## src/rtl/fifo_pkg.sv

```systemverilog
// Shared definitions for the single-clock FIFO family: pointer-width helper and
// error-flag bit positions used by status registers.
package fifo_pkg;

    localparam int ERR_OVERFLOW_BIT  = 0;
    localparam int ERR_UNDERFLOW_BIT = 1;
    localparam int ERR_FLAG_W        = 2;

    // Depths below 2 would give a zero-width pointer; clamp to one bit.
    function automatic int calc_addr_width(input int depth);
        if (depth < 2) begin
            return 1;
        end
        return $clog2(depth);
    endfunction

endpackage

```

## src/rtl/sync_fifo_mem.sv

```systemverilog
// Storage array for sync_fifo: one synchronous write port, one read port that is
// registered by default or asynchronous when SYNC_FIFO_FWFT_EN is defined.
module sync_fifo_mem
    import fifo_pkg::*;
#(
    parameter int DATA_WIDTH = 8,
    parameter int FIFO_DEPTH = 8,
    parameter int ADDR_WIDTH = calc_addr_width(FIFO_DEPTH)
) (
    input  logic                  clk,
    input  logic                  i_we,
    input  logic [ADDR_WIDTH-1:0] i_waddr,
    input  logic [DATA_WIDTH-1:0] i_wdata,
    input  logic                  i_re,
    input  logic                  i_rclr,
    input  logic [ADDR_WIDTH-1:0] i_raddr,
    output logic [DATA_WIDTH-1:0] o_rdata
);

    logic [DATA_WIDTH-1:0] r_mem [FIFO_DEPTH];

    always_ff @(posedge clk) begin
        if (i_we) begin
            r_mem[i_waddr] <= i_wdata;
        end
    end

`ifdef SYNC_FIFO_FWFT_EN
    logic w_unused_rd_ctrl;

    assign o_rdata          = r_mem[i_raddr];
    assign w_unused_rd_ctrl = i_re ^ i_rclr;
`else
    logic [DATA_WIDTH-1:0] r_rdata;

    // Only the output register is cleared; the array itself keeps its contents.
    always_ff @(posedge clk) begin
        if (i_rclr) begin
            r_rdata <= '0;
        end else if (i_re) begin
            r_rdata <= r_mem[i_raddr];
        end
    end

    assign o_rdata = r_rdata;
`endif

endmodule

```

## src/rtl/sync_fifo.sv

```systemverilog
// Single-clock FIFO with arbitrary depth, occupancy count, threshold flags, flush
// and sticky error flags. Define SYNC_FIFO_FWFT_EN for first-word-fall-through reads.
module sync_fifo
    import fifo_pkg::*;
#(
    parameter  int DATA_WIDTH    = 8,
    parameter  int FIFO_DEPTH    = 8,
    localparam int ADDR_WIDTH    = calc_addr_width(FIFO_DEPTH),
    parameter  int AFULL_THRESH  = FIFO_DEPTH - 1,
    parameter  int AEMPTY_THRESH = 1
) (
    input  logic                  clk,
    input  logic                  rst,
    input  logic                  flush,
    input  logic                  winc,
    input  logic [DATA_WIDTH-1:0] WR_data,
    input  logic                  rinc,
    output logic [DATA_WIDTH-1:0] RD_data,
    output logic                  rd_valid,
    output logic                  full,
    output logic                  empty,
    output logic                  almost_full,
    output logic                  almost_empty,
    output logic [ADDR_WIDTH:0]   count,
    output logic                  overflow,
    output logic                  underflow
);

    localparam logic [ADDR_WIDTH:0]   LP_DEPTH  = (ADDR_WIDTH + 1)'(FIFO_DEPTH);
    localparam logic [ADDR_WIDTH:0]   LP_AFULL  = (ADDR_WIDTH + 1)'(AFULL_THRESH);
    localparam logic [ADDR_WIDTH:0]   LP_AEMPTY = (ADDR_WIDTH + 1)'(AEMPTY_THRESH);
    localparam logic [ADDR_WIDTH:0]   LP_CNT_1  = (ADDR_WIDTH + 1)'(1);
    localparam logic [ADDR_WIDTH-1:0] LP_LAST   = ADDR_WIDTH'(FIFO_DEPTH - 1);
    localparam logic [ADDR_WIDTH-1:0] LP_PTR_1  = ADDR_WIDTH'(1);

    if (FIFO_DEPTH < 2) begin : g_bad_depth
        $error("sync_fifo: FIFO_DEPTH must be at least 2");
    end
    if (AFULL_THRESH > FIFO_DEPTH) begin : g_bad_afull
        $error("sync_fifo: AFULL_THRESH must not exceed FIFO_DEPTH");
    end
    if (AEMPTY_THRESH >= FIFO_DEPTH) begin : g_bad_aempty
        $error("sync_fifo: AEMPTY_THRESH must be below FIFO_DEPTH");
    end

    logic [ADDR_WIDTH-1:0] r_wptr;
    logic [ADDR_WIDTH-1:0] r_rptr;
    logic [ADDR_WIDTH:0]   r_count;
    logic [ERR_FLAG_W-1:0] r_err;
    logic                  w_full;
    logic                  w_empty;
    logic                  w_wr_acc;
    logic                  w_rd_acc;
    logic                  w_clear;
    logic [DATA_WIDTH-1:0] w_mem_rdata;

    function automatic logic [ADDR_WIDTH-1:0] ptr_next(input logic [ADDR_WIDTH-1:0] p);
        return (p == LP_LAST) ? '0 : p + LP_PTR_1;
    endfunction

    // Acceptance is judged on the pre-edge occupancy, so a simultaneous read
    // never makes room for a write into a full FIFO (and vice versa when empty).
    assign w_full   = (r_count == LP_DEPTH);
    assign w_empty  = (r_count == '0);
    assign w_wr_acc = winc & ~w_full;
    assign w_rd_acc = rinc & ~w_empty;
    assign w_clear  = rst | flush;

    always_ff @(posedge clk) begin
        if (w_clear) begin
            r_wptr  <= '0;
            r_rptr  <= '0;
            r_count <= '0;
            r_err   <= '0;
        end else begin
            if (w_wr_acc) begin
                r_wptr <= ptr_next(r_wptr);
            end
            if (w_rd_acc) begin
                r_rptr <= ptr_next(r_rptr);
            end
            case ({w_wr_acc, w_rd_acc})
                2'b10:   r_count <= r_count + LP_CNT_1;
                2'b01:   r_count <= r_count - LP_CNT_1;
                default: r_count <= r_count;
            endcase
            if (winc & w_full) begin
                r_err[ERR_OVERFLOW_BIT] <= 1'b1;
            end
            if (rinc & w_empty) begin
                r_err[ERR_UNDERFLOW_BIT] <= 1'b1;
            end
        end
    end

    sync_fifo_mem #(
        .DATA_WIDTH (DATA_WIDTH),
        .FIFO_DEPTH (FIFO_DEPTH),
        .ADDR_WIDTH (ADDR_WIDTH)
    ) u_mem (
        .clk     (clk),
        .i_we    (w_wr_acc & ~w_clear),
        .i_waddr (r_wptr),
        .i_wdata (WR_data),
        .i_re    (w_rd_acc & ~w_clear),
        .i_rclr  (w_clear),
        .i_raddr (r_rptr),
        .o_rdata (w_mem_rdata)
    );

`ifdef SYNC_FIFO_FWFT_EN
    assign RD_data  = w_empty ? '0 : w_mem_rdata;
    assign rd_valid = ~w_empty;
`else
    logic r_rd_valid;

    always_ff @(posedge clk) begin
        if (w_clear) begin
            r_rd_valid <= 1'b0;
        end else begin
            r_rd_valid <= w_rd_acc;
        end
    end

    assign RD_data  = w_mem_rdata;
    assign rd_valid = r_rd_valid;
`endif

    assign full         = w_full;
    assign empty        = w_empty;
    assign almost_full  = (r_count >= LP_AFULL);
    assign almost_empty = (r_count <= LP_AEMPTY);
    assign count        = r_count;
    assign overflow     = r_err[ERR_OVERFLOW_BIT];
    assign underflow    = r_err[ERR_UNDERFLOW_BIT];

endmodule

```

## config.mk

```make
export PLATFORM = sky130hd
export DESIGN_NAME = sync_fifo
export DESIGN_NICKNAME = d
export VERILOG_FILES = /design/src/rtl/fifo_pkg.sv /design/src/rtl/sync_fifo_mem.sv /design/src/rtl/sync_fifo.sv
export SDC_FILE = /design/constraint.sdc
export NUM_CORES = 1
export LEC_CHECK = 0
export CAP_MARGIN = 15
export CORE_ASPECT_RATIO = 0.5
export CORE_MARGIN = 10
export CORE_UTILIZATION = 50
export CTS_CLUSTER_DIAMETER = 200
export CTS_CLUSTER_SIZE = 8
export DETAILED_ROUTE_END_ITERATION = 16
export GPL_ROUTABILITY_DRIVEN = 1
export GPL_TIMING_DRIVEN = 0
export PLACE_DENSITY = 0.7
export SLEW_MARGIN = 15
export SYNTH_ARGS = -nofsm -noshare
export SYNTH_HDL_FRONTEND = slang
export SYNTH_SLANG_ARGS = --single-unit
```

## constraint.sdc

```tcl
create_clock -name clk -period 3.3 [get_ports clk]
set_input_delay 0.66 -clock clk [delete_from_list [all_inputs] [get_ports clk]]
set_output_delay 0.66 -clock clk [all_outputs]
set_load 0.01 [all_outputs]
```

Word-level counts from Yosys, hierarchy flattened
Memory sizes are Yosys's and may differ from the RTL's. A register that Yosys moved wholly into a read port is not among the register bits.
Index checks and enable logic that the tools add are counted.
{"block": "op_classes", "add_sub_neg": 4, "n_lt_le_gt_ge": 2, "eq_ne": 5, "mux": 5, "n_bitwise": 10, "n_reduce_logical": 2}
{"cell": "$pmux 4 s2", "n": 1}
{"cell": "$add 3x1->3 const B", "n": 2}
{"cell": "$and 1x1->1", "n": 6}
{"cell": "$eq 3x3->1 const B", "n": 2}
{"cell": "$mux 3", "n": 2}
{"cell": "$add 4x1->4 const B", "n": 1}
{"cell": "$eq 4x4->1 const B", "n": 1}
{"cell": "$ge 4x3->1 const B", "n": 1}
{"cell": "$le 4x1->1 const B", "n": 1}
{"cell": "$logic_not 4->1", "n": 1}
{"cell": "$sub 4x1->4 const B", "n": 1}
{"cell": "$not 1->1", "n": 3}
{"cell": "$eq 2x1->1 const B", "n": 1}
{"cell": "$eq 2x2->1 const B", "n": 1}
{"cell": "$mux 1", "n": 2}
{"cell": "$reduce_bool 2->1", "n": 1}
{"cell": "$or 1x1->1", "n": 1}
{"block": "totals", "regBits": 13, "ram_bits": 64, "inputBits": 13, "out_inout_bits": 19, "word_cells": 35, "n_memories": 1}
{"name": "u_mem.r_mem", "depth": 8, "width": 8, "read_ports": 1, "rd_clocked_by_memory_dff": 1, "write_ports": 1, "line_no": "sync_fifo_mem.sv:20", "source": "logic [DATA_WIDTH-1:0] r_mem [FIFO_DEPTH];"}

Logic depth before layout (Yosys ltp)
{"block": "depth", "ltp_word": 6, "depth_mapped": 11, "depth_no_buf": 10}

Hierarchy
A second synthesis with hierarchy kept.
{"block": "hier_totals", "hier_cells": 241, "area_unflattened_um2": 3490.8}
{"module": "sync_fifo_mem", "instances": 1, "cells_each": 162, "area_each_um2": 2812.7, "seq_area_each_um2": 2082.0}
{"module": "sync_fifo", "instances": 1, "cells_each": 79, "area_each_um2": 678.2, "seq_area_each_um2": 260.2}

Least setup slack after synthesis
Ideal clock, no wire load.
{"block": "synth_timing", "path_type": "reg2reg", "from": "reg r_count[0], in the netlist count[0]", "to": "reg r_count[3], in the netlist count[3]", "setup_time_ns": 0.128, "arrival_time_ns": 2.372, "required_time_ns": 3.172, "setup_slack_ns": 0.801, "stages_incl_launch_ff": 12, "n_path_buf": 1, "period_less_slack_ns": 2.499, "path_cell_list": "dfxtp_1 -> inv_1 -> ha_1 -> nor3b_2 -> nand2b_1 -> inv_1 -> buf_2 -> ha_1 -> or4b_1 -> a21oi_1 -> xnor2_1 -> nor2_1"}
{"block": "synth_via", "elab_chain_len": 5, "word_cells_on_any_way": 12, "classes_between": "add/sub: 2; eq/ne: 3; mux: 1; bitwise: 4; reduce/logical: 2"}
{"element": "from (decl)", "line_no": "sync_fifo.sv:48", "source": "logic [ADDR_WIDTH:0] r_count;"}
{"element": "from (signal assigned)", "line_no": "sync_fifo.sv:83", "source": "2'b10: r_count <= r_count + LP_CNT_1;"}
{"element": "from (signal assigned)", "line_no": "sync_fifo.sv:84", "source": "2'b01: r_count <= r_count - LP_CNT_1;"}
{"element": "from (signal assigned)", "line_no": "sync_fifo.sv:85", "source": "default: r_count <= r_count;"}
{"element": "$logic_not 4->1 *", "line_no": "sync_fifo.sv:64", "source": "assign w_empty = (r_count == '0);"}
{"element": "via empty", "line_no": "sync_fifo.sv:21", "source": "output logic empty,"}
{"element": "$not 1->1 *", "line_no": "sync_fifo.sv:66", "source": "assign w_rd_acc = rinc & ~w_empty;"}
{"element": "$and 1x1->1 *", "line_no": "sync_fifo.sv:66"}
{"element": "via w_rd_acc", "line_no": "sync_fifo.sv:53", "source": "logic w_rd_acc;"}
{"element": "$eq 2x1->1 / $eq 2x2->1 (equally long branches)", "line_no": "sync_fifo.sv:82", "source": "case ({w_wr_acc, w_rd_acc})"}
{"element": "$pmux 4 s2 / $reduce_bool 2->1 (equally long branches)"}
The timed path passes the listed nets; every way through them passes the cells marked *.
A chain may end at the register's enable or synchronous reset.

Worst setup path after layout
{"block": "layout_timing", "from": "reg r_count[0], in the netlist count[0]", "to": "reg r_count[3], in the netlist count[3]"}
{"block": "layout_via", "elab_chain_len": 5, "word_cells_on_any_way": 12, "classes_between": "add/sub: 2; eq/ne: 3; mux: 1; bitwise: 4; reduce/logical: 2"}
{"element": "$logic_not 4->1 *", "line_no": "sync_fifo.sv:64"}
{"element": "$not 1->1 *", "line_no": "sync_fifo.sv:66"}
{"element": "$and 1x1->1 *", "line_no": "sync_fifo.sv:66"}
{"element": "via w_rd_acc", "line_no": "sync_fifo.sv:53"}
{"element": "$eq 2x1->1 / $eq 2x2->1 (equally long branches)", "line_no": "sync_fifo.sv:82"}
{"element": "$pmux 4 s2 / $reduce_bool 2->1 (equally long branches)"}
Marks and branches as above.

==> impl_metrics.csv <==
group,metric,value,unit
timing,max_freq,0.361,GHz
clock_tree,clock_latency_of_the_later_clocked_register_in_the_worst_skew_pair,0.34,ns
synth,synth_edf_count,64,
synth,post-synth-top-area-fraction,56.2,%
placement,globalplace.congestion,0.753,
synth,ys_async_sr_fraction,0,%
layout,filler_cell_count,499,
clock_tree,clk_pin_slew_worst_paths,0.06,ns
placement,place.detailed.hpwl,4420,um
critical_path,crit_required,3.51,ns
synth,synth_largest_area_cell,"sky130_fd_sc_hd__edfxtp_1",
detailed_routing,met3WireLength,483,um
detailed_routing,detailedRoute.firstPassIterationCount,4,
die,rows,21,
pwr,powerDensity,552,mW/mm2
clock_tree,cts_buffer_depth,2,
critical_path,critPathSlowestCell,"sky130_fd_sc_hd__dfxtp_1",
timing,rsz0062_at_grt,"false",
clock_tree,clock_tree.htree_level_count,3,
timing,setup_slack,0.530,ns
global_route,vias_in_the_first_global_route,1972,
pwr,worst_ir_drop_vdd,0.000378,V
timing,period_needed,2.77,ns
timing,final.hold.worst_slack,0.472,ns
clock_tree,post-cts-setup-buffer-count,0,
clock_tree,cts_root_buffer,"sky130_fd_sc_hd__clkbuf_16",
synth,warnings_from_yosys,0,
layout,ff_latch_area,0.00234,mm2
synth,postSynthNetCount,243,
global_route,grt_use_total,12.9,%
outcome,outcome,"finished, final reports clean",
critical_path,timing.critical_path.fanout_max,10,
die,core_area,0.00667,mm2
synth,synth.cells.most_frequent,"64 x sky130_fd_sc_hd__edfxtp_1, 22 x sky130_fd_sc_hd__nor2_1, 21 x sky130_fd_sc_hd__dfxtp_1",
critical_path,critical_path_class,"reg2reg",
die,floorplan_die_area,0.0108,mm2
critical_path,worst_setup_path_end_kind,"flip-flop",
detailed_routing,drtIter0Drc,112,
placement,dpl_worst_slack,0.320,ns
critical_path,timing.critical_path.buf_inv,3,
global_route,grt_max_degree,15,
timing,setup_viol_count_final,0,
min_path,kind_of_path_behind_the_tightest_hold_check,"reg2reg",
detailed_routing,totalWireLength,6760,um
layout,drive_gt1_share,10.4,%
global_route,grt_first_pass_wirelength,10300,um
layout,antennaDiodeCount,0,
pwr,power.static_leakage,1.37,nW
critical_path,reg2regPathDepth,11,
detailed_routing,met2_length,3190,um
synth,synthesis.area_per_instance,15.4,um2
layout,area_of_the_multi_input_gates,0.00101,mm2
detailed_routing,drc_violation_count_after_routing,0,
timing,timing.final.max_slew_violations,0,
synth,yosysMostFrequentCell,"sky130_fd_sc_hd__edfxtp_1",
synth,yosysSeqAreaShare,68.5,%
clock_tree,postCtsResizedCells,0,
detailed_routing,dr_total_vias,1988,
timing,tightestPinTransition,1.05,ns
clock_tree,cts_tree,"yes",
detailed_routing,drt-met1-wl,3040,um
critical_path,launching_point_of_the_worst_reg2reg_path,"count[0]$_SDFFE_PP0P_",
timing,final_min_period_over_clock_period,84.0,%
die,die_x,137,um
synth,synth_cell_types,33,
clock_tree,clock_sink_count,85,
critical_path,minimum_setup_slack_among_reg_to_reg_paths,0.53,ns
detailed_routing,drtAntennaViolNets,0,
timing,maxSlewHeadroom,29.4,%
layout,area_delta_synth_final,21.4,%
clock_tree,tritoncts.num_buffers,9,
critical_path,timing.critical_path.to,"count[3]$_SDFFE_PP0P_",
die,initial_standard_cell_utilization_of_the_core,51.3,%
synth,yosys_register_bits,85,
timing,fin_tns_setup,0,ns
synth,synthTopCellsByArea,"sky130_fd_sc_hd__edfxtp_1 56%, sky130_fd_sc_hd__dfxtp_1 12%, sky130_fd_sc_hd__mux4_1 5.4%",
placement,quantity_of_i_o_buffers_inserted_on_ports,31,
timing,fin_worst_skew,0.00654,ns
timing,hold_viol_final,0,
detailed_routing,post_drt_via_cell_ratio,5.51,
critical_path,cp_data_arrival_time,2.98,ns
critical_path,critPathLaunchType,"flip-flop",
clock_tree,cts.hold.buffers_added,0,
synth,synthesis.instances,222,
synth,mappedNetlistArea,0.00342,mm2
run,maxCapViolCount,0,
critical_path,crit_chain,"inv_1, ha_1, nor3b_2, nand2b_1, inv_1, buf_2, ha_1, or4b_1, a21oi_1, xnor2_1, nor2_1",
layout,design.final.nets,285,
critical_path,timing.critical_path.from,"count[0]$_SDFFE_PP0P_",
global_route,antenna_found_initial,0,
detailed_routing,highest_layer,"met4",
die,top_level_ports,32,
die,die_height,78.5,um
global_route,globalRoute.totalOverflow,0,
critical_path,cp_slowest_stage_delay,0.45,ns
synth,synth_top_flop_cell,"sky130_fd_sc_hd__edfxtp_1",
critical_path,rr_endpoint,"count[3]$_SDFFE_PP0P_",
critical_path,path_delay_family,"simple AND/OR/NAND/NOR gates",
min_path,worst_hold_path.num_cells,2,
detailed_routing,detail_route.wl_per_cell,18.7,um
critical_path,critical_path_depth,11,
==> cell families after synthesis <==
logic type	share of synthesized area (%)
DFF	68.5
and+or+nand+nor	8.85
AOI/OAI and AO/OA	5.23
muxes	11.4
buffers and inverters	2.38
adders and majority gates	2.93
xor gates and xnor gates	0.768
==> worst min-delay path, delay by kind of cell (launching register included) <==
| family | cells | cell delay, ns |
|---|---|---|
| compound gates | 1 | 0.04 |
| flops | 1 | 0.32 |
| simple gates | 1 | 0.07 |
==> sequential cells by signal (all words and copies together), names as in the netlist <==
signal / count
rd_valid: 1
u_mem.o_rdata: 8
r_wptr: 3
count: 4
r_rptr: 3
u_mem.r_mem: 64
r_err: 2
==> cell usage in the layout, fill, tap and decap left out, types with 2 or more instances in the layout <==
| master | synthesis | routed |
|---|---|---|
| sky130_fd_sc_hd__nor2_1 | 22 | 22 |
| sky130_fd_sc_hd__o22ai_1 | 7 | 7 |
| sky130_fd_sc_hd__mux4_1 | 7 | 7 |
| sky130_fd_sc_hd__or3_1 | 3 | 3 |
| sky130_fd_sc_hd__nor3_2 | 0 | 2 |
| sky130_fd_sc_hd__buf_6 | 2 | 2 |
| sky130_fd_sc_hd__nand4b_1 | 2 | 2 |
| sky130_fd_sc_hd__clkbuf_16 | 0 | 9 |
| sky130_fd_sc_hd__nor3_1 | 10 | 8 |
| sky130_fd_sc_hd__inv_1 | 4 | 4 |
| sky130_fd_sc_hd__or2_2 | 2 | 2 |
| sky130_fd_sc_hd__clkbuf_1 | 5 | 8 |
| sky130_fd_sc_hd__edfxtp_1 | 64 | 64 |
| sky130_fd_sc_hd__mux2i_1 | 16 | 16 |
| sky130_fd_sc_hd__buf_2 | 2 | 2 |
| sky130_fd_sc_hd__ha_1 | 8 | 8 |
| sky130_fd_sc_hd__a211oi_1 | 8 | 8 |
| sky130_fd_sc_hd__nand3b_1 | 2 | 2 |
| sky130_fd_sc_hd__dfxtp_1 | 21 | 21 |
| sky130_fd_sc_hd__mux4_2 | 2 | 2 |
| sky130_fd_sc_hd__clkdlybuf4s50_1 | 0 | 31 |
| sky130_fd_sc_hd__xor2_1 | 2 | 2 |
| sky130_fd_sc_hd__nand2_1 | 8 | 8 |
| sky130_fd_sc_hd__nand2b_1 | 4 | 4 |
| sky130_fd_sc_hd__a21oi_1 | 10 | 10 |
==> per-layer routing <==
layer | vias up | GRT usage (%)
met5 | - | 0
met4 | 0 | 5.23
met3 | 6 | 5.27
met2 | 56 | 20.5
met1 | 988 | 15.4
li1 | 938 | -
==> power by group <==
part           switching (mW)  internal (mW)  total (mW)
Clock                   0.374          0.608       0.982
Sequential            0.00876           1.16        1.17
Combinational          0.0728         0.0671       0.140
==> layout make-up <==
cell class / instances / share of cell area, %
repair buffers: 31 / 7.47
inverters: 4 / 0.362
well taps: 92 / 2.77
clock inverters: 3 / 1.11
flip-flops and latches: 85 / 56.4
multi-input cells: 123 / 24.3
clock buffers: 13 / 6.03
plain buffers: 10 / 1.60
==> worst min path at each step <==
stage               slack (ns)                     end                    from
floorplan                 0.47  r_wptr[0]$_SDFFE_PP0P_  r_wptr[0]$_SDFFE_PP0P_
global placement          0.45   r_err[0]$_SDFFE_PP0P_   r_err[0]$_SDFFE_PP0P_
detailed placement        0.46   r_err[1]$_SDFFE_PP0P_   r_err[1]$_SDFFE_PP0P_
CTS                       0.48   r_err[1]$_SDFFE_PP0P_   r_err[1]$_SDFFE_PP0P_
global route              0.51   r_err[1]$_SDFFE_PP0P_   r_err[1]$_SDFFE_PP0P_
finish                    0.47   r_err[1]$_SDFFE_PP0P_   r_err[1]$_SDFFE_PP0P_
==> through the flow <==
step	utilization [%]	instances	area [um2]	power [mW]
final	62.2	361	4150	2.29
after global routing	62.2	361	4150	2.38
after CTS	62.2	361	4150	2.32
after detailed placement	57.8	345	3860	1.33
after global placement	57.6	345	3850	1.33
after floorplan	-	222	3420	1.27
(Power assumes the default switching activity.)
